===== config.mk =====
export PLATFORM = sky130hd
export DESIGN_NAME = pelota_flat
export DESIGN_NICKNAME = d
export VERILOG_FILES = /design/src/rtl/pelota_pkg.sv /design/src/rtl/pelota_if.sv /design/src/rtl/pelota_choque.sv /design/src/rtl/pelota.sv /design/src/flat_wrapper.sv
export SDC_FILE = /design/constraint.sdc
export NUM_CORES = 1
export LEC_CHECK = 0
export BUFFER_PORTS_ARGS = -buffer_cell sky130_fd_sc_hd__clkbuf_2
export CORE_AREA = 3 3 97 99
export CTS_CLUSTER_SIZE = 24
export DETAILED_ROUTE_END_ITERATION = 8
export DIE_AREA = 0 0 100 102
export PLACE_DENSITY_LB_ADDON = 0.3
export SETUP_SLACK_MARGIN = 0.2
export SLEW_MARGIN = 20
export SYNTH_ARGS = -nofsm -noshare
export SYNTH_HDL_FRONTEND = slang
export SYNTH_SLANG_ARGS = --single-unit

===== constraint.sdc =====
create_clock -name clk -period 4.4 [get_ports clk]
set_input_delay 1.1 -clock clk [delete_from_list [all_inputs] [get_ports clk]]
set_output_delay 1.1 -clock clk [all_outputs]
set_load 0.02 [all_outputs]

===== src/rtl/pelota_pkg.sv =====
// ---------------------------------------------------------------------------
// pelota_pkg
// Shared Pong definitions: court geometry constants and the ball-engine
// state encoding. Imported by the ball engine and the paddle hit detector.
// No ports.
// ---------------------------------------------------------------------------
package pelota_pkg;

    // Court geometry, in pixels.
    localparam int COURT_X_LEFT   = 40;
    localparam int COURT_X_RIGHT  = 600;
    localparam int COURT_Y_TOP    = 30;
    localparam int COURT_Y_BOTTOM = 389;
    localparam int COURT_PADDLE_H = 60;
    localparam int COURT_BALL     = 8;

    typedef enum logic [1:0] {
        IDLE   = 2'd0,
        PLAY   = 2'd1,
        SCORED = 2'd2
    } state_e;

endpackage


===== src/rtl/pelota_if.sv =====
// ---------------------------------------------------------------------------
// pelota_if
// Bundle of the ball engine's frame/serve controls, paddle positions and
// ball/score outputs.
//   slave  : the ball engine (receives tick, serve, paddles; drives outputs)
//   master : the environment driving the engine and consuming its outputs
// Signals:
//   tick        frame strobe (one cycle)
//   serve       launch request
//   pad_left_y  left paddle top row  (10 bit)
//   pad_right_y right paddle top row (10 bit)
//   ball_x/y    ball top-left corner (10 bit each)
//   score_left/right  points (4 bit each)
//   point       one-cycle pulse when a point is awarded
//   game_over   sticky end-of-game flag
// ---------------------------------------------------------------------------
interface pelota_if;

    logic       tick;
    logic       serve;
    logic [9:0] pad_left_y;
    logic [9:0] pad_right_y;
    logic [9:0] ball_x;
    logic [9:0] ball_y;
    logic [3:0] score_left;
    logic [3:0] score_right;
    logic       point;
    logic       game_over;

    modport slave (
        input  tick, serve, pad_left_y, pad_right_y,
        output ball_x, ball_y, score_left, score_right, point, game_over
    );

    modport master (
        output tick, serve, pad_left_y, pad_right_y,
        input  ball_x, ball_y, score_left, score_right, point, game_over
    );

endinterface


===== src/rtl/pelota_choque.sv =====
// ---------------------------------------------------------------------------
// choque
// Combinational paddle hit detector. The ball's vertical span
// [ball_y, ball_y+BALL-1] is compared against the paddle span
// [pad_y, pad_y+PADDLE_H-1]; any overlap, including a single shared row,
// counts as a hit.
// Ports:
//   ball_y_i  ball top row  (10 bit)
//   pad_y_i   paddle top row (10 bit)
//   hit_o     1 when the spans overlap
// ---------------------------------------------------------------------------
module choque
    import pelota_pkg::*;
#(
    parameter int BALL     = COURT_BALL,
    parameter int PADDLE_H = COURT_PADDLE_H
) (
    input  logic [9:0] ball_y_i,
    input  logic [9:0] pad_y_i,
    output logic       hit_o
);

    localparam logic signed [11:0] S_BALL_M1 = 12'(BALL - 1);
    localparam logic signed [11:0] S_PAD_M1  = 12'(PADDLE_H - 1);

    logic signed [11:0] ball_top_s;
    logic signed [11:0] ball_bot_s;
    logic signed [11:0] pad_top_s;
    logic signed [11:0] pad_bot_s;

    assign ball_top_s = signed'({2'b00, ball_y_i});
    assign ball_bot_s = ball_top_s + S_BALL_M1;
    assign pad_top_s  = signed'({2'b00, pad_y_i});
    assign pad_bot_s  = pad_top_s + S_PAD_M1;

    assign hit_o = (ball_bot_s >= pad_top_s) && (ball_top_s <= pad_bot_s);

endmodule


===== src/rtl/pelota.sv =====
// ---------------------------------------------------------------------------
// pelota
// Pong ball engine. Moves the ball once per frame tick, bounces it off the
// top/bottom walls and the paddles, awards points on misses, holds the ball
// for HOLD ticks after a point and then recenters it for the next serve.
// Ports:
//   clk    system clock
//   reset  asynchronous, active-high reset
//   bus    pelota_if.slave: tick, serve, paddle rows in; ball position,
//          scores, point pulse and game_over out (all registered)
// ---------------------------------------------------------------------------
module pelota
    import pelota_pkg::*;
#(
    parameter int X_LEFT   = COURT_X_LEFT,
    parameter int X_RIGHT  = COURT_X_RIGHT,
    parameter int Y_TOP    = COURT_Y_TOP,
    parameter int Y_BOTTOM = COURT_Y_BOTTOM,
    parameter int BALL     = COURT_BALL,
    parameter int PADDLE_H = COURT_PADDLE_H,
    parameter int STEP_X   = 4,
    parameter int STEP_Y   = 2,
    parameter int HOLD     = 60,
    parameter int X_CENTER = 316,
    parameter int Y_CENTER = 206,
    parameter int WIN      = 9
) (
    input  logic     clk,
    input  logic     reset,
    pelota_if.slave  bus
);

    localparam logic signed [11:0] S_X_LEFT   = 12'(X_LEFT);
    localparam logic signed [11:0] S_X_RIGHT  = 12'(X_RIGHT);
    localparam logic signed [11:0] S_Y_TOP    = 12'(Y_TOP);
    localparam logic signed [11:0] S_Y_BOTTOM = 12'(Y_BOTTOM);
    localparam logic signed [11:0] S_BALL_M1  = 12'(BALL - 1);
    localparam logic signed [11:0] S_STEP_X   = 12'(STEP_X);
    localparam logic signed [11:0] S_STEP_Y   = 12'(STEP_Y);

    localparam logic [9:0] X_CENTER_V = 10'(X_CENTER);
    localparam logic [9:0] Y_CENTER_V = 10'(Y_CENTER);
    localparam logic [9:0] X_LEFT_V   = 10'(X_LEFT);
    localparam logic [9:0] X_RIGHT_V  = 10'(X_RIGHT - BALL + 1);
    localparam logic [9:0] Y_TOP_V    = 10'(Y_TOP);
    localparam logic [9:0] Y_BOTTOM_V = 10'(Y_BOTTOM - BALL + 1);
    localparam logic [3:0] WIN_V      = 4'(WIN);
    localparam logic [7:0] HOLD_V     = 8'(HOLD);

    // Score increment that sticks at WIN.
    function automatic logic [3:0] sat_inc(input logic [3:0] s);
        if (s >= WIN_V) return WIN_V;
        return s + 4'd1;
    endfunction

    state_e     state_q, state_d;
    logic [9:0] bx_q, bx_d;
    logic [9:0] by_q, by_d;
    logic       dx_q, dx_d;        // 1: moving right
    logic       dy_q, dy_d;        // 1: moving down
    logic [3:0] sl_q, sl_d;
    logic [3:0] sr_q, sr_d;
    logic       point_q, point_d;
    logic       go_q, go_d;
    logic [7:0] hold_q, hold_d;

    logic       hit_l, hit_r;
    logic [3:0] sl_inc, sr_inc;

    // Candidate next positions and wall-contact tests, all in 12-bit signed
    // so the "before the wall" subtractions cannot wrap.
    logic signed [11:0] bx_s, by_s;
    logic signed [11:0] y_up_s, y_dn_s, x_lt_s, x_rt_s;

    assign bx_s   = signed'({2'b00, bx_q});
    assign by_s   = signed'({2'b00, by_q});
    assign y_up_s = by_s - S_STEP_Y;
    assign y_dn_s = by_s + S_STEP_Y;
    assign x_lt_s = bx_s - S_STEP_X;
    assign x_rt_s = bx_s + S_STEP_X;

    assign sl_inc = sat_inc(sl_q);
    assign sr_inc = sat_inc(sr_q);

    // Hit tests use the pre-update ball_y.
    choque #(.BALL(BALL), .PADDLE_H(PADDLE_H)) u_choque_l (
        .ball_y_i (by_q),
        .pad_y_i  (bus.pad_left_y),
        .hit_o    (hit_l)
    );

    choque #(.BALL(BALL), .PADDLE_H(PADDLE_H)) u_choque_r (
        .ball_y_i (by_q),
        .pad_y_i  (bus.pad_right_y),
        .hit_o    (hit_r)
    );

    always_comb begin
        state_d = state_q;
        bx_d    = bx_q;
        by_d    = by_q;
        dx_d    = dx_q;
        dy_d    = dy_q;
        sl_d    = sl_q;
        sr_d    = sr_q;
        point_d = 1'b0;
        go_d    = go_q;
        hold_d  = hold_q;

        case (state_q)
            IDLE: begin
                bx_d = X_CENTER_V;
                by_d = Y_CENTER_V;
                if (bus.serve && !go_q) begin
                    state_d = PLAY;
                end
            end

            PLAY: begin
                if (bus.tick) begin
                    // Vertical motion with wall clamp and bounce.
                    if (!dy_q) begin
                        if (y_up_s <= S_Y_TOP) begin
                            by_d = Y_TOP_V;
                            dy_d = 1'b1;
                        end else begin
                            by_d = y_up_s[9:0];
                        end
                    end else begin
                        if (y_dn_s + S_BALL_M1 >= S_Y_BOTTOM) begin
                            by_d = Y_BOTTOM_V;
                            dy_d = 1'b0;
                        end else begin
                            by_d = y_dn_s[9:0];
                        end
                    end

                    // Horizontal motion; reaching a paddle face is a hit or
                    // a miss. A miss overrides the vertical update so the
                    // ball freezes where it was.
                    if (!dx_q && (x_lt_s <= S_X_LEFT)) begin
                        if (hit_l) begin
                            bx_d = X_LEFT_V;
                            dx_d = 1'b1;
                        end else begin
                            bx_d    = bx_q;
                            by_d    = by_q;
                            dy_d    = dy_q;
                            dx_d    = 1'b0;
                            sr_d    = sr_inc;
                            go_d    = go_q | (sr_inc == WIN_V);
                            point_d = 1'b1;
                            hold_d  = 8'd0;
                            state_d = SCORED;
                        end
                    end else if (dx_q && (x_rt_s + S_BALL_M1 >= S_X_RIGHT)) begin
                        if (hit_r) begin
                            bx_d = X_RIGHT_V;
                            dx_d = 1'b0;
                        end else begin
                            bx_d    = bx_q;
                            by_d    = by_q;
                            dy_d    = dy_q;
                            dx_d    = 1'b1;
                            sl_d    = sl_inc;
                            go_d    = go_q | (sl_inc == WIN_V);
                            point_d = 1'b1;
                            hold_d  = 8'd0;
                            state_d = SCORED;
                        end
                    end else if (dx_q) begin
                        bx_d = x_rt_s[9:0];
                    end else begin
                        bx_d = x_lt_s[9:0];
                    end
                end
            end

            SCORED: begin
                if (bus.tick) begin
                    hold_d = hold_q + 8'd1;
                    if (hold_d == HOLD_V) begin
                        bx_d    = X_CENTER_V;
                        by_d    = Y_CENTER_V;
                        state_d = IDLE;
                    end
                end
            end

            default: begin
                state_d = IDLE;
            end
        endcase
    end

    always_ff @(posedge clk or posedge reset) begin
        if (reset) begin
            state_q <= IDLE;
            bx_q    <= X_CENTER_V;
            by_q    <= Y_CENTER_V;
            dx_q    <= 1'b1;
            dy_q    <= 1'b1;
            sl_q    <= 4'd0;
            sr_q    <= 4'd0;
            point_q <= 1'b0;
            go_q    <= 1'b0;
            hold_q  <= 8'd0;
        end else begin
            state_q <= state_d;
            bx_q    <= bx_d;
            by_q    <= by_d;
            dx_q    <= dx_d;
            dy_q    <= dy_d;
            sl_q    <= sl_d;
            sr_q    <= sr_d;
            point_q <= point_d;
            go_q    <= go_d;
            hold_q  <= hold_d;
        end
    end

    assign bus.ball_x      = bx_q;
    assign bus.ball_y      = by_q;
    assign bus.score_left  = sl_q;
    assign bus.score_right = sr_q;
    assign bus.point       = point_q;
    assign bus.game_over   = go_q;

endmodule


===== src/flat_wrapper.sv =====
// flat-port wrapper written by rule: the top's interface ports become plain ports
module pelota_flat import pelota_pkg::*;
#(
    parameter int X_LEFT   = COURT_X_LEFT,
    parameter int X_RIGHT  = COURT_X_RIGHT,
    parameter int Y_TOP    = COURT_Y_TOP,
    parameter int Y_BOTTOM = COURT_Y_BOTTOM,
    parameter int BALL     = COURT_BALL,
    parameter int PADDLE_H = COURT_PADDLE_H,
    parameter int STEP_X   = 4,
    parameter int STEP_Y   = 2,
    parameter int HOLD     = 60,
    parameter int X_CENTER = 316,
    parameter int Y_CENTER = 206,
    parameter int WIN      = 9
)
  (clk, reset, bus_tick, bus_serve, bus_pad_left_y, bus_pad_right_y, bus_ball_x, bus_ball_y, bus_score_left, bus_score_right, bus_point, bus_game_over);
  pelota_if bus_i ();
  input  logic clk;
  input  logic reset;
  input wire logic [$bits(bus_i.tick)-1:0] bus_tick;
  input wire logic [$bits(bus_i.serve)-1:0] bus_serve;
  input wire logic [$bits(bus_i.pad_left_y)-1:0] bus_pad_left_y;
  input wire logic [$bits(bus_i.pad_right_y)-1:0] bus_pad_right_y;
  output wire logic [$bits(bus_i.ball_x)-1:0] bus_ball_x;
  output wire logic [$bits(bus_i.ball_y)-1:0] bus_ball_y;
  output wire logic [$bits(bus_i.score_left)-1:0] bus_score_left;
  output wire logic [$bits(bus_i.score_right)-1:0] bus_score_right;
  output wire logic [$bits(bus_i.point)-1:0] bus_point;
  output wire logic [$bits(bus_i.game_over)-1:0] bus_game_over;
  assign bus_i.tick = bus_tick;
  assign bus_i.serve = bus_serve;
  assign bus_i.pad_left_y = bus_pad_left_y;
  assign bus_i.pad_right_y = bus_pad_right_y;
  assign bus_ball_x = bus_i.ball_x;
  assign bus_ball_y = bus_i.ball_y;
  assign bus_score_left = bus_i.score_left;
  assign bus_score_right = bus_i.score_right;
  assign bus_point = bus_i.point;
  assign bus_game_over = bus_i.game_over;
  pelota #(.X_LEFT(X_LEFT), .X_RIGHT(X_RIGHT), .Y_TOP(Y_TOP), .Y_BOTTOM(Y_BOTTOM), .BALL(BALL), .PADDLE_H(PADDLE_H), .STEP_X(STEP_X), .STEP_Y(STEP_Y), .HOLD(HOLD), .X_CENTER(X_CENTER), .Y_CENTER(Y_CENTER), .WIN(WIN)) u_core (.clk(clk), .reset(reset), .bus(bus_i));
endmodule

# Word-level counts from Yosys, hierarchy flattened
# Cells that the tools add are included.
# totals
memories	0
in_bits	24
latch_bits	0
ff_bits	42
ramBits	0
wordCells	136
rom_bits	0
out_inout_bits	30
# op_classes
n_shift	0
n_div	0
add_sub_neg	12
mux	62
mul	0
reduce_logical	19
bitwise	5
order_cmp	10
eq_ne	18
# ops
operator	n
2-to-1 mux 10 bit	18
case mux 10 bit (3 select lines)	2
2-to-1 mux 8 bit	6
adder 12 x 4 -> 12 bit (second input constant)	2
greater-or-equal comparator 12 x 11 -> 1 bit	2
adder 10 x 3 -> 11 bit (second input constant)	2
adder 10 x 6 -> 11 bit (second input constant)	2
<= comparator 10 x 11 -> 1 bit	2
2-to-1 mux 1 bit	22
2-to-1 mux 2 bit	8
2-to-1 mux 4 bit	4
case mux 8 bit (2 select lines)	1
greater-or-equal comparator 12 x 10 -> 1 bit (second input constant)	1
greater-or-equal comparator 12 x 11 -> 1 bit (second input constant)	1
<= comparator 12 x 6 -> 1 bit (second input constant)	1
<= comparator 12 x 7 -> 1 bit (second input constant)	1
AND reduction 6 bit	2
adder 10 x 2 -> 11 bit (second input constant)	1
subtractor 10 x 2 -> 11 bit (second input constant)	1
subtractor 10 x 3 -> 11 bit (second input constant)	1
AND reduction 5 bit	2
adder 4 x 1 -> 4 bit (second input constant)	2
adder 8 x 1 -> 8 bit (second input constant)	1
equality test 4 bit (second input constant)	2
21 further kinds	39

# Longest topological paths before layout
# Gate-level depths: netlist of the first run.
# depth
ltp_word	10
mapped_depth	18
mapped_depth_nobuf	16

# Hierarchy
# A second synthesis of the first run with hierarchy kept.
# hier_totals
hier_cells	666
hier_area_um2	5136.2
# modules_own_cells
mod	area_each_um2	seq_area_each_um2	n_inst	cells_per_inst
pelota	3624.7	1016.0	1	454
choque	755.7	0.0	2	106

# Least setup slack after synthesis of the first run
# Ideal clock, no wire load.
# synth_timing
path_type	register to register
start	reg u_core.by_q[1], in the netlist u_core.bus.ball_y[1]
end	reg u_core.state_q[0]
setup_slack_ns	0.376
required_time_ns	4.272
stages_incl_launch_ff	17
t_arrival_ns	3.896
cell_sequence	dfstp_2 clkbuf_1 clkbuf_1 inv_1 ha_1 nor2_1 nand2_1 xnor2_1 ha_1 a211o_1 a211oi_1 o21ai_0 a221oi_2 a31oi_4 buf_6 a21oi_1 mux2_1
# synth_between
elab_chain_cells	5
word_cells_on_any_way	10
# synth_lines
item	line_no	source
start, declared	pelota.sv:58	logic [9:0] by_q, by_d;
start signal, assigned	pelota.sv:211	by_q <= by_d;
adder 10 x 3 -> 11 bit	pelota_choque.sv:32	assign ball_bot_s = ball_top_s + S_BALL_M1;
greater-or-equal comparator 12 x 11 -> 1 bit	pelota_choque.sv:36	assign hit_o = (ball_bot_s >= pad_top_s) && (ball_top_s <= pad_bot_s);
logical AND 1 bit	pelota_choque.sv:36	
inequality test 3 bit (no line)	n/a	
AND reduction 7 bit (no line) *	n/a	
end signal, assigned	pelota.sv:209	state_q <= state_d;
end, declared	pelota.sv:56	state_e state_q, state_d;
# Every way passes the cells marked *; elsewhere a longest branch is shown, timed or not.
# A chain may end at the register's enable or synchronous reset.

# Worst setup path after layout of the first run
# layout_timing
start	reg u_core.by_q[1], in the netlist u_core.bus.ball_y[1]
end	reg u_core.bx_q[7], in the netlist u_core.bus.ball_x[7]
# layout_between
elab_chain_cells	5
word_cells_on_any_way	10
# layout_lines
item	line_no	source
adder 10 x 3 -> 11 bit	pelota_choque.sv:32	
greater-or-equal comparator 12 x 11 -> 1 bit	pelota_choque.sv:36	
logical AND 1 bit	pelota_choque.sv:36	
inequality test 4 x 2 -> 1 bit (no line) / inequality test 3 x 2 -> 1 bit (equally long branches)	n/a	
AND reduction 6 bit (no line) *	n/a	
end signal, assigned	pelota.sv:199	bx_q <= X_CENTER_V;
end signal, assigned	pelota.sv:210	bx_q <= bx_d;
end, declared	pelota.sv:57	logic [9:0] bx_q, bx_d;
# Marked as above.

==> results by group, run 1 <==
Run status
  – Outcome: completed

Routing
  – Drt pass-1 iters: 5
  – Via-per-instance ratio: ~6.5
  – WL/cell: between 15 and 20 um
  – Final WL: around 14000 um
  – Via count: 5181
  – DRT iter0 DRCs: 516
  – Post-route DRC: 0
  – Post-DRT Antenna Nets: 0

Die
  – Die W: around 100 um
  – IO Pins: 54
  – Die Area: around 0.010 mm^2
  – # rows: 34
  – Die Y: 102 um
  – Initial Utilization: 0.600
  – Core Area: 0.00864 mm^2

Synth
  – Post-synth EDFFs: 0
  – Synth Area in Compound Gates: 0.267
  – Largest family of logic cells by synthesized area: compound AO/OA/AOI/OAI gates
  – Post-synthesis simple-gate area fraction: 0.235
  – Mapped Area: between 0.005 and 0.006 mm^2
  – Synth Area in XOR/XNOR: 0.0686
  – Adder-cell share of the synthesized area: 0.145
  – Register area share after synthesis: 0.196
  – Post-synthesis mux area share: 0.0140
  – Syn_area_per_cell: 8.01 um^2
  – Syn Inst Count: between 600 and 700
  – Dominant synthesized flop cell: dfrtp_1
  – Asr flop ratio synth: 1.00
  – Synthesized flop and latch total: 40
  – Synth cell types: between 90 and 100
  – Synth Warn #: 0

Pwr
  – Clk network pwr share: 0.076
  – VDD IR max: 0.241 mV
  – Combinational share of power: 0.720
  – Sequential power share: 0.204
  – Internal: 1.56 mW
  – Switch Pwr: 1.76 mW
  – Design Power: roughly 3.3 mW
  – Switch share: 0.530
  – Pwr Density: between 500 and 600 mW/mm^2
  – Leak Pwr: approximately 2.6 nW

Timing
  – Worst Skew: 8.98 ps
  – Max_slew headroom: 0.427
  – Unrepaired setup endpoints after global routing: no
  – Worst Tran Pin Value: 857 ps
  – Tcrit/Tclk final: 0.931
  – Peak Freq: between 0.2 and 0.25 GHz
  – Final setup fails: 0
  – Setup TNS after final layout: 0 ps
  – Tmin final: 4100 ps
  – Fin. max-slew vios: 0
  – Final hold vios: 0

CTS
  – Total CTS buffers: 5
  – Clock slew at reported path FFs: around 70 ps
  – CTS Buffer Depth: 2
  – Clock sinks: 40
  – Post-CTS Hold Fix Bufs: 0
  – # H-tree levels: 2
  – Clk_lat worst skew: approximately 290 ps
  – Clock root cell: clkbuf_8
  – CTS tree: yes

GRT
  – Largest net degree at the start of global routing: 41
  – GRT overflow: 0
  – First-pass GRT wire length: around 22000 um
  – Initial antenna violation count: 0
  – Vias in the first global route: around 4600
  – GRT Util Overall: 0.255

Placed design
  – Hpwl dp: ~10000 um
  – Dpl cell area: ~0.0055 mm^2
  – IO buf count: 51
  – Placer Congestion: ~0.94
  – Placed Cells: approximately 780

Layout
  – Design area: ~0.0057 mm^2
  – Ant diodes: 0
  – FILL cells: ~750
  – Layout Cells excl Fill: 800
  – Most common cell after layout, fill and taps aside: ha_1
  – Area grow syn2layout: 9.79%
  – Final #Nets: just under 800
  – Most frequent cells in the layout: ha_1 (60), nand2_1 (57), clkbuf_2 (51)
  – Share of cells above drive strength 1: 0.182
  – End-of-flow core utilization: 0.658

Worst setup path
  – Critical Path RT: 4580 ps
  – Setup Crit Path Kind: flip-flop to flip-flop
  – Worst Path Arrival: around 4300 ps
  – R2R depth: 15
  – Crit path max fanout: 11
  – Startpoint type of the worst setup path: flip-flop
  – Crit. End Element: flip-flop

Worst hold path
  – Type of the worst min-delay path: flip-flop to flip-flop
  – Hold path depth: 1

Run
  – Max-Cap Viols: 0
==> repair_timing <==
action | 4_1_cts | 5_1_grt
setup endpoints to repair | 1 | 25
pin swaps | 1 | 3
cloned | 0 | 1
endpoints found under the hold margin | 0 | 0
gates resized for setup | 0 | 2
setup buffers | 0 | 7
==> cells in the mapped netlist, drive strengths merged (6+ instances only) <==
library cell	instances	area share
a221o	6	0.012
nor3	21	0.026
a21boi	6	0.0087
a21oi	44	0.043
nand4	15	0.018
o211ai	6	0.0087
or3	8	0.011
o21ai	34	0.034
and2	6	0.0077
a21o	9	0.013
nand2b	7	0.0085
nor2b	9	0.011
xnor2	30	0.051
dfrtp	28	0.14
xor2	8	0.014
nand2	59	0.044
and3	8	0.0097
nor2	38	0.029
ha	60	0.14
buf	20	0.025
dfstp	12	0.061
inv	49	0.036
o2111ai	6	0.010
a211o	6	0.010
clkbuf	17	0.012
nor4	8	0.014
nand3	34	0.034
==> critical path: stages (launching register included) <==
cell	delay [ps]
dfstp_2	650
inv_1	90
ha_1	240
nor2_1	250
nand2_1	110
xnor2_1	240
ha_1	290
a211o_1	290
a211oi_1	300
o21ai_0	220
a221oi_4	420
nand2_1	230
o311ai_4	160
buf_4	200
nor4_1	50
a211o_1	230
==> cells by family (layout without fill, tap and decap cells) <==
family	Yosys count	after routing
adder cells (fa/ha/maj)	60	60
AO/OA/AOI/OAI	185	186
flip-flops	40	40
multiplexers	7	7
buffers and inverters	87	131
XOR/XNOR	39	39
other	1	2
AND/OR/NAND/NOR	227	227
==> path summary, 6_finish.rpt <==
path | startpoint | endpoint | slack [ps]
min in group asynchronous | reset | u_core.bus.score_right[1] | 910
worst min-delay path | u_core.bus.game_over | u_core.bus.game_over | 520
worst max-delay path | u_core.bus.ball_y[1] | u_core.bus.ball_x[7] | 300
max in group asynchronous | reset | u_core.bus.ball_y[1] | 3120
worst max register to register | u_core.bus.ball_y[1] | u_core.bus.ball_x[7] | 300
worst min register to register | u_core.bus.game_over | u_core.bus.game_over | 520
==> power groups by stage <==
stage / clock, mW / combinational, mW / sequential (mW)
4_1_cts: 0.256 / 2.26 / 0.673
3_3_place_gp: 0 / 2.16 / 0.673
3_5_place_dp: 0 / 2.25 / 0.678
5_1_grt: 0.266 / 2.62 / 0.699
2_1_floorplan: 0 / 1.75 / 0.663
6_report: 0.251 / 2.39 / 0.678
==> metal layers <==
metal / up-vias / global-route usage / wire length, um
met2: 219 / 0.437 / 6500
met5: - / 0 / 0
met3: 22 / 0.0239 / 889
met4: 0 / 0.0725 / 210
met1: 2464 / 0.344 / 6060
li1: 2476 / - / -
==> through the flow <==
stage	hold WS [ps]	setup WS, ps
after floorplan	516	376
after global placement	509	6.32
after detailed placement	497	-113
after CTS	523	228
after global routing	559	188
final	525	303
==> flip-flops by register name, indices dropped and copies added, names as in the netlist <==
register,count
u_core.dx_q,1
u_core.bus.score_right,4
u_core.bus.ball_x,9
u_core.hold_q,8
u_core.bus.point,1
u_core.bus.ball_y,9
u_core.state_q,2
u_core.bus.game_over,1
u_core.dy_q,1
u_core.bus.score_left,4
==> area by class of cell <==
class / count / area (um^2) / area share
multi-input combinational: 521 / 3820 / 0.672
timing repair buffer: 73 / 433 / 0.0762
clock buffer: 8 / 90.1 / 0.0158
sequential: 40 / 1020 / 0.179
tap: 108 / 135 / 0.0238
inverter: 50 / 188 / 0.0330
(Power assumes the default switching activity.)
==> run 2: changes to the inputs <==
--- a/config.mk
+++ b/config.mk
@@ -5,11 +5,11 @@
 export SDC_FILE = /design/constraint.sdc
 export NUM_CORES = 1
 export LEC_CHECK = 0
-export BUFFER_PORTS_ARGS = -buffer_cell sky130_fd_sc_hd__clkbuf_2
 export CORE_AREA = 3 3 97 99
 export CTS_CLUSTER_SIZE = 24
 export DETAILED_ROUTE_END_ITERATION = 8
 export DIE_AREA = 0 0 100 102
+export DONT_BUFFER_PORTS = 1
 export PLACE_DENSITY_LB_ADDON = 0.3
 export SETUP_SLACK_MARGIN = 0.2
 export SLEW_MARGIN = 20
==> constraint.sdc (replaced) <==
create_clock -name clk -period 3.55 [get_ports clk]
set_input_delay 0.8875 -clock clk [delete_from_list [all_inputs] [get_ports clk]]
set_output_delay 0.8875 -clock clk [all_outputs]
set_load 0.02 [all_outputs]
==> run 2 against run 1 <==
Against the previous run:
- sequential cell count is the same
- clock power grew 32%
- routed wire length grew 7.8%
- global-route usage grew 2.2 points
- critical endpoint is now u_core.hold_q[7]
- largest power group unchanged
- highest routed layer unchanged
==> results by group, run 2 (synthesis results as in run 1) <==
Run status
  – Outcome: completed

CTS
  – Clock slew at reported path FFs: 90 ps (+20 ps)
  – # H-tree levels: 2 (unchanged)
  – Clock root cell: clkbuf_8
  – CTS tree: yes
  – Total CTS buffers: 5 (unchanged)
  – CTS Buffer Depth: 2 (unchanged)
  – Clock sinks: 40 (unchanged)
  – Clk_lat worst skew: 310 ps (+20 ps)

Die
  – Die Area: 0.0102 mm^2 (unchanged)
  – Die W: 100 um (unchanged)
  – Core Area: 0.00864 mm^2 (unchanged)
  – IO Pins: 54 (unchanged)
  – Die Y: 102 um (unchanged)
  – # rows: 34 (unchanged)
  – Initial Utilization: 0.600 (unchanged)

Timing
  – Worst hold slack: 559 ps (+34.5 ps)
  – Peak Freq: 0.293 GHz (+20%)
  – Unrepaired setup endpoints after global routing: yes
  – Fin. max-slew vios: 0 (unchanged)
  – Tmin final: 3420 ps (-682 ps)
  – Worst setup margin: 135 ps (-168 ps)
  – Worst Tran Pin Value: 819 ps (-38.9 ps)
  – Tcrit/Tclk final: 0.962 (+0.0309)
  – Max_slew headroom: 0.449 (+0.0223)
  – Setup TNS after final layout: 0 ps (unchanged)
  – Final hold vios: 0 (unchanged)
  – Final setup fails: 0 (unchanged)
  – Worst Skew: 15.8 ps (+6.83 ps)

Worst setup path
  – Worst Path Arrival: 3590 ps (-690 ps)
  – Startpoint type of the worst setup path: flip-flop
  – Setup Crit Path Kind: flip-flop to flip-flop
  – Crit. End Element: flip-flop
  – R2R depth: 12 (-3)
  – Crit path max fanout: 6 (-5)
  – Critical Path RT: 3730 ps (-850 ps)

Layout
  – Most frequent cells in the layout: buf_4 (57), ha_1 (55), nand2_1 (51)
  – Ant diodes: 0 (unchanged)
  – Design area: 0.00616 mm^2 (+8.4%)
  – End-of-flow core utilization: 0.714 (+0.0553)
  – Most common cell after layout, fill and taps aside: buf_4
  – Area grow syn2layout: 19.0%
  – Share of cells above drive strength 1: 0.259 (+0.0774)
  – Final #Nets: 769 (-0.77%)

Placed design
  – Dpl cell area: 0.00566 mm^2 (+3.1%)
  – Placer Congestion: 0.964 (+2.5%)
  – Hpwl dp: 10800 um (+7.1%)
  – Setup Slack @ Placement: -208 ps (-94.7 ps)
  – IO buf count: 0 (-100%)

GRT
  – GRT Util Overall: 0.277 (+0.0222)
  – First-pass GRT wire length: 23500 um (+9.0%)
  – Vias in the first global route: 4912 (+7.2%)
  – Met2 usage: 0.465 (+0.0282)
  – Largest net degree at the start of global routing: 41 (unchanged)
  – Global routing's busiest layer: met2
  – Initial antenna violation count: 0 (unchanged)
  – GR Layer Usage met3: 0.0451 (+0.0212)
  – M1 GR Usage: 0.368 (+0.0234)
  – GRT overflow: 0 (unchanged)

Routing
  – Final WL: 14700 um (+7.8%)
  – Drt pass-1 iters: 7 (+2)
  – Post-DRT Antenna Nets: 0 (unchanged)
  – Via-per-instance ratio: 6.66 (+2.8%)
  – DRT iter0 DRCs: 453 (-12%)
  – Post-route DRC: 0 (unchanged)
  – Via count: 5288 (+2.1%)
  – WL/cell: 18.5 um (+8.6%)

Worst hold path
  – Type of the worst min-delay path: flip-flop to flip-flop
  – Hold path depth: 2 (+1)

Pwr
  – VDD IR max: 0.375 mV (+56%)
  – Leak Pwr: 2.63 nW (+2.0%)
  – Pwr Density: 760 mW/mm^2 (+30%)

Run
  – Max-Cap Viols: 0 (unchanged)
[run 2: cell types whose count changed in the layout (fill, tap and decap cells not counted), sizes merged]
cell      previous run  this run
o311ai               4         3
a31oi                4         5
buf                 22        67
clkinvlp             0         2
clkbuf              59         6
[run 2: critical path, cell delays in order, from the launching register on]
cell       delay, ps
dfstp_2          600
inv_2             90
ha_4             290
inv_1            100
or3_1            440
a221oi_2         210
o2bb2ai_2        150
nor3b_4           80
or3_4            430
a31oi_4          360
buf_6            150
a21oi_4           50
a221o_1          310
[run 2: worst paths after layout]
| path | start | to | slack (ps) |
|---|---|---|---|
| max in group asynchronous | reset | u_core.bus.ball_y[2] | 2570 |
| setup / recovery | u_core.bus.ball_x[2] | u_core.hold_q[7] | 130 |
| min in group asynchronous | reset | u_core.bus.game_over | 590 |
| hold / removal | u_core.hold_q[1] | u_core.hold_q[1] | 560 |
| hold reg to reg | u_core.hold_q[1] | u_core.hold_q[1] | 560 |
| setup reg to reg | u_core.bus.ball_x[2] | u_core.hold_q[7] | 130 |
[run 2: layer usage]
metal / vias to the layer above / wire (um)
met5: - / 0
met4: 0 / 346
met3: 37 / 1080
met2: 246 / 7160
met1: 2546 / 6140
li1: 2459 / -
[run 2: power by group]
group	internal, mW	switching (mW)	total [mW]
sequential	0.602	0.234	0.836
combinational	1.48	2.03	3.51
clock	0.158	0.175	0.332
total	2.24	2.44	4.68
[run 2: repair_timing]
action,CTS,global route
hold buffers,0,0
pin swaps,11,22
gates resized for setup,27,42
cloned,1,2
setup buffers,4,7
endpoints found under the setup margin,29,37
[run 2: stage by stage]
step,cells,power [mW]
4_1_cts,785,4.33
6_report,794,4.68
5_1_grt,794,5.02
2_1_floorplan,647,3.13
3_3_place_gp,772,3.77
3_5_place_dp,772,3.87
[run 2: layout make-up]
cell class / instances / area (um^2)
inverters: 50 / 215
flip-flops and latches: 40 / 1020
fillers: 678 / 2470
multi-input cells: 521 / 4160
repair buffers: 67 / 534
well taps: 108 / 135
clock buffers: 6 / 82.6
clock inverters: 2 / 15.0
==> run 3: changes to the inputs <==
--- a/config.mk
+++ b/config.mk
@@ -5,12 +5,15 @@
 export SDC_FILE = /design/constraint.sdc
 export NUM_CORES = 1
 export LEC_CHECK = 0
-export CORE_AREA = 3 3 97 99
+export ABC_CLOCK_PERIOD_IN_PS = 3550
+export CELL_PAD_IN_SITES_DETAIL_PLACEMENT = 0
+export CELL_PAD_IN_SITES_GLOBAL_PLACEMENT = 1
+export CORE_AREA = 3 3 113 115
 export CTS_CLUSTER_SIZE = 24
 export DETAILED_ROUTE_END_ITERATION = 8
-export DIE_AREA = 0 0 100 102
+export DIE_AREA = 0 0 116 118
 export DONT_BUFFER_PORTS = 1
-export PLACE_DENSITY_LB_ADDON = 0.3
+export PLACE_DENSITY = 0.87
 export SETUP_SLACK_MARGIN = 0.2
 export SLEW_MARGIN = 20
 export SYNTH_ARGS = -nofsm -noshare
==> run 3 against run 2 <==
Against the previous run:
- clock skew decreased by 14 ps
- critical endpoint is now u_core.hold_q[2]
- worst setup slack got worse by 72 ps
- hold slack better by 2.2 ps
- sequential cell count is the same
- sequential share of layout area decreased by 0.22 points
- combinational power decreased by 4%
- sequential power is essentially flat
- die area increased by 34%
- maximum frequency is 2.1% lower
- clock-buffer cell count shrank 1
- largest cell class unchanged
- register-to-register slack got worse by 60 ps
- largest power group unchanged
==> results by group, run 3 (synthesis results as in run 1) <==
Worst setup path
  – Startpoint type of the worst setup path: input pin
  – Crit path buf inv count: 2 (-1)
  – Critical path's slowest cell: a221o_1
  – Critical path's most frequent cell: nand3_2
  – Setup Crit Path Kind: input pin to flip-flop
  – Crit path max fanout: 6 (unchanged)
  – CP cell instances: inv_12 -> ha_4 -> o21a_1 -> nand3_2 -> nand3_2 -> xnor2_2 -> ha_1 -> a21o_1 -> a21oi_2 -> o2111ai_1 -> a32o_2 -> and2_4 -> a31oi_4 -> buf_6 -> a21oi_4 -> a221o_1
  – Critical Path RT: 3720 ps (about the same)
  – Worst path top cell family by delay: compound AO/OA/AOI/OAI gates
  – Max stage delay on crit path: 330 ps (-270 ps)
  – Worst Path Arrival: 3650 ps (+60 ps)
  – Crit. End Element: flip-flop

Run
  – Max-Cap Viols: 0 (unchanged)

Timing
  – Tmin final: 3490 ps (+71.9 ps)
  – Setup TNS after final layout: 0 ps (unchanged)
  – Fin. max-slew vios: 0 (unchanged)
  – Unrepaired setup endpoints after global routing: yes
  – Max_slew headroom: 0.607 (+0.158)
  – Peak Freq: 0.287 GHz (-2.1%)
  – Worst hold slack: 561 ps (+2.24 ps)
  – Final hold vios: 0 (unchanged)
  – Tcrit/Tclk final: 0.982 (+0.0203)
  – Worst Tran Pin Value: 575 ps (-244 ps)
  – Final setup fails: 0 (unchanged)
  – Worst Skew: 2.03 ps (-13.8 ps)

GRT
  – Initial antenna violation count: 0 (unchanged)
  – GRT overflow: 0 (unchanged)
  – Vias in the first global route: 4927 (+0.31%)
  – GRT Util Overall: 0.206 (-0.0715)
  – First-pass GRT wire length: 23500 um (unchanged)
  – Largest net degree at the start of global routing: 41 (unchanged)

Die
  – Die W: 116 um (+16%)
  – # rows: 40 (+18%)
  – Die Area: 0.0137 mm^2 (+34%)
  – Core Area: 0.0119 mm^2 (+38%)
  – Initial Utilization: 0.435 (-0.165)
  – Die Y: 118 um (+16%)
  – IO Pins: 54 (unchanged)

Layout
  – Share of cells above drive strength 1: 0.245 (-0.0142)
  – Most common cell after layout, fill and taps aside: buf_4
  – Area grow syn2layout: 20.7%
  – Design area: 0.00625 mm^2 (+1.4%)
  – Final #Nets: 772 (+0.39%)
  – Ant diodes: 0 (unchanged)
  – Most frequent cells in the layout: buf_4 (59), ha_1 (54), nand2_1 (51)

Pwr
  – Combinational share of power: 0.693 (-0.057)
  – Design Power: 4.86 mW (+3.8%)
  – Switch share: 0.483 (-0.0383)
  – Clk network pwr share: 0.135 (+0.064)
  – Internal: 2.51 mW (+12%)
  – Switch Pwr: 2.35 mW (-3.8%)
  – Leak Pwr: 2.71 nW (+3.2%)
  – Sequential power share: 0.172 (-0.007)
  – Pwr Density: 778 mW/mm^2 (+2.4%)
  – VDD IR max: 0.357 mV (-4.7%)

CTS
  – Total CTS buffers: 5 (unchanged)
  – # H-tree levels: 2 (unchanged)
  – Clock sinks: 40 (unchanged)
  – Clock root cell: clkbuf_16
  – CTS Buffer Depth: 2 (unchanged)
  – Clk_lat worst skew: 280 ps (-30 ps)
  – Post-CTS Hold Fix Bufs: 0 (unchanged)
  – Clock slew at reported path FFs: 60 ps (-30 ps)
  – CTS tree: yes

Routing
  – Via count: 5158 (-2.5%)
  – Post-route DRC: 0 (unchanged)
  – Post-DRT Antenna Nets: 0 (unchanged)
  – DRT iter0 DRCs: 436 (-3.8%)
  – Final WL: 14800 um (+0.61%)
  – Via-per-instance ratio: 6.17 (-7.4%)
  – WL/cell: 17.7 um (-4.4%)
  – Drt pass-1 iters: 5 (-2)

Placed design
  – Placer Congestion: 0.931 (-3.5%)
  – Dpl cell area: 0.00569 mm^2 (+0.46%)
  – Hpwl dp: 10900 um (+0.93%)
  – IO buf count: 0 (unchanged)

Worst hold path
  – Type of the worst min-delay path: flip-flop to flip-flop

Run status
  – Outcome: completed
run 3: worst register-to-register path: stages, from the launching register on:
cell and delay (ps):
dfstp_2 550, buf_4 310, o21ai_0 180, xnor2_1 180, ha_1 320, nand4_1 70, o211ai_1 240, nand4_1 140
a32o_2 330, and2_4 180, a31oi_4 280, buf_6 170, a21oi_4 70, a221o_1 330
run 3: final timing paths:
path                       slack, ps                 start  depth (start not counted)                   endpoint
setup reg to reg                  70  u_core.bus.ball_y[3]                         13           u_core.hold_q[2]
hold / removal                   560      u_core.hold_q[1]                          2           u_core.hold_q[1]
min in group asynchronous        610                 reset                          2  u_core.bus.score_right[1]
setup / recovery                  60    bus_pad_right_y[1]                         16           u_core.hold_q[2]
hold reg to reg                  560      u_core.hold_q[1]                          2           u_core.hold_q[1]
max in group asynchronous       2560                 reset                          2       u_core.bus.ball_x[2]
run 3: repair_timing:
action | CTS | global route
gates resized for setup | 12 | 31
pin swaps | 3 | 15
setup endpoints to repair | 32 | 36
gates cloned | 0 | 1
buffers inserted | 4 | 15
endpoints found under the hold margin | 0 | 0
run 3: per-layer routing:
metal	track usage	wire [um]
met1	0.273	6210
met2	0.332	7260
met3	0.0411	945
met4	0.0653	396
met5	0	0
run 3: cell type report:
class	instances	area (um^2)
clock buffer	5	125
clock inverter	3	90.1
inverter	50	213
tap	147	184
fill	1102	5660
sequential	40	1020
timing repair buffer	71	588
multi-input combinational	520	4030
run 3: power by group through the flow:
stage	clock network, mW	registers [mW]	logic (mW)
floorplan	0	0.823	2.30
global placement	0	0.819	2.92
detailed placement	0	0.827	2.99
CTS	0.662	0.827	3.08
global route	0.681	0.858	3.69
finish	0.658	0.834	3.37
run 3: metrics by stage:
stage | instances | utilization | setup WS (ps)
floorplan | 647 | - | 35.8
global placement | 808 | 0.478 | -103
detailed placement | 808 | 0.478 | -198
CTS | 820 | 0.504 | 115
global route | 836 | 0.524 | -65.1
finish | 836 | 0.524 | 62.9
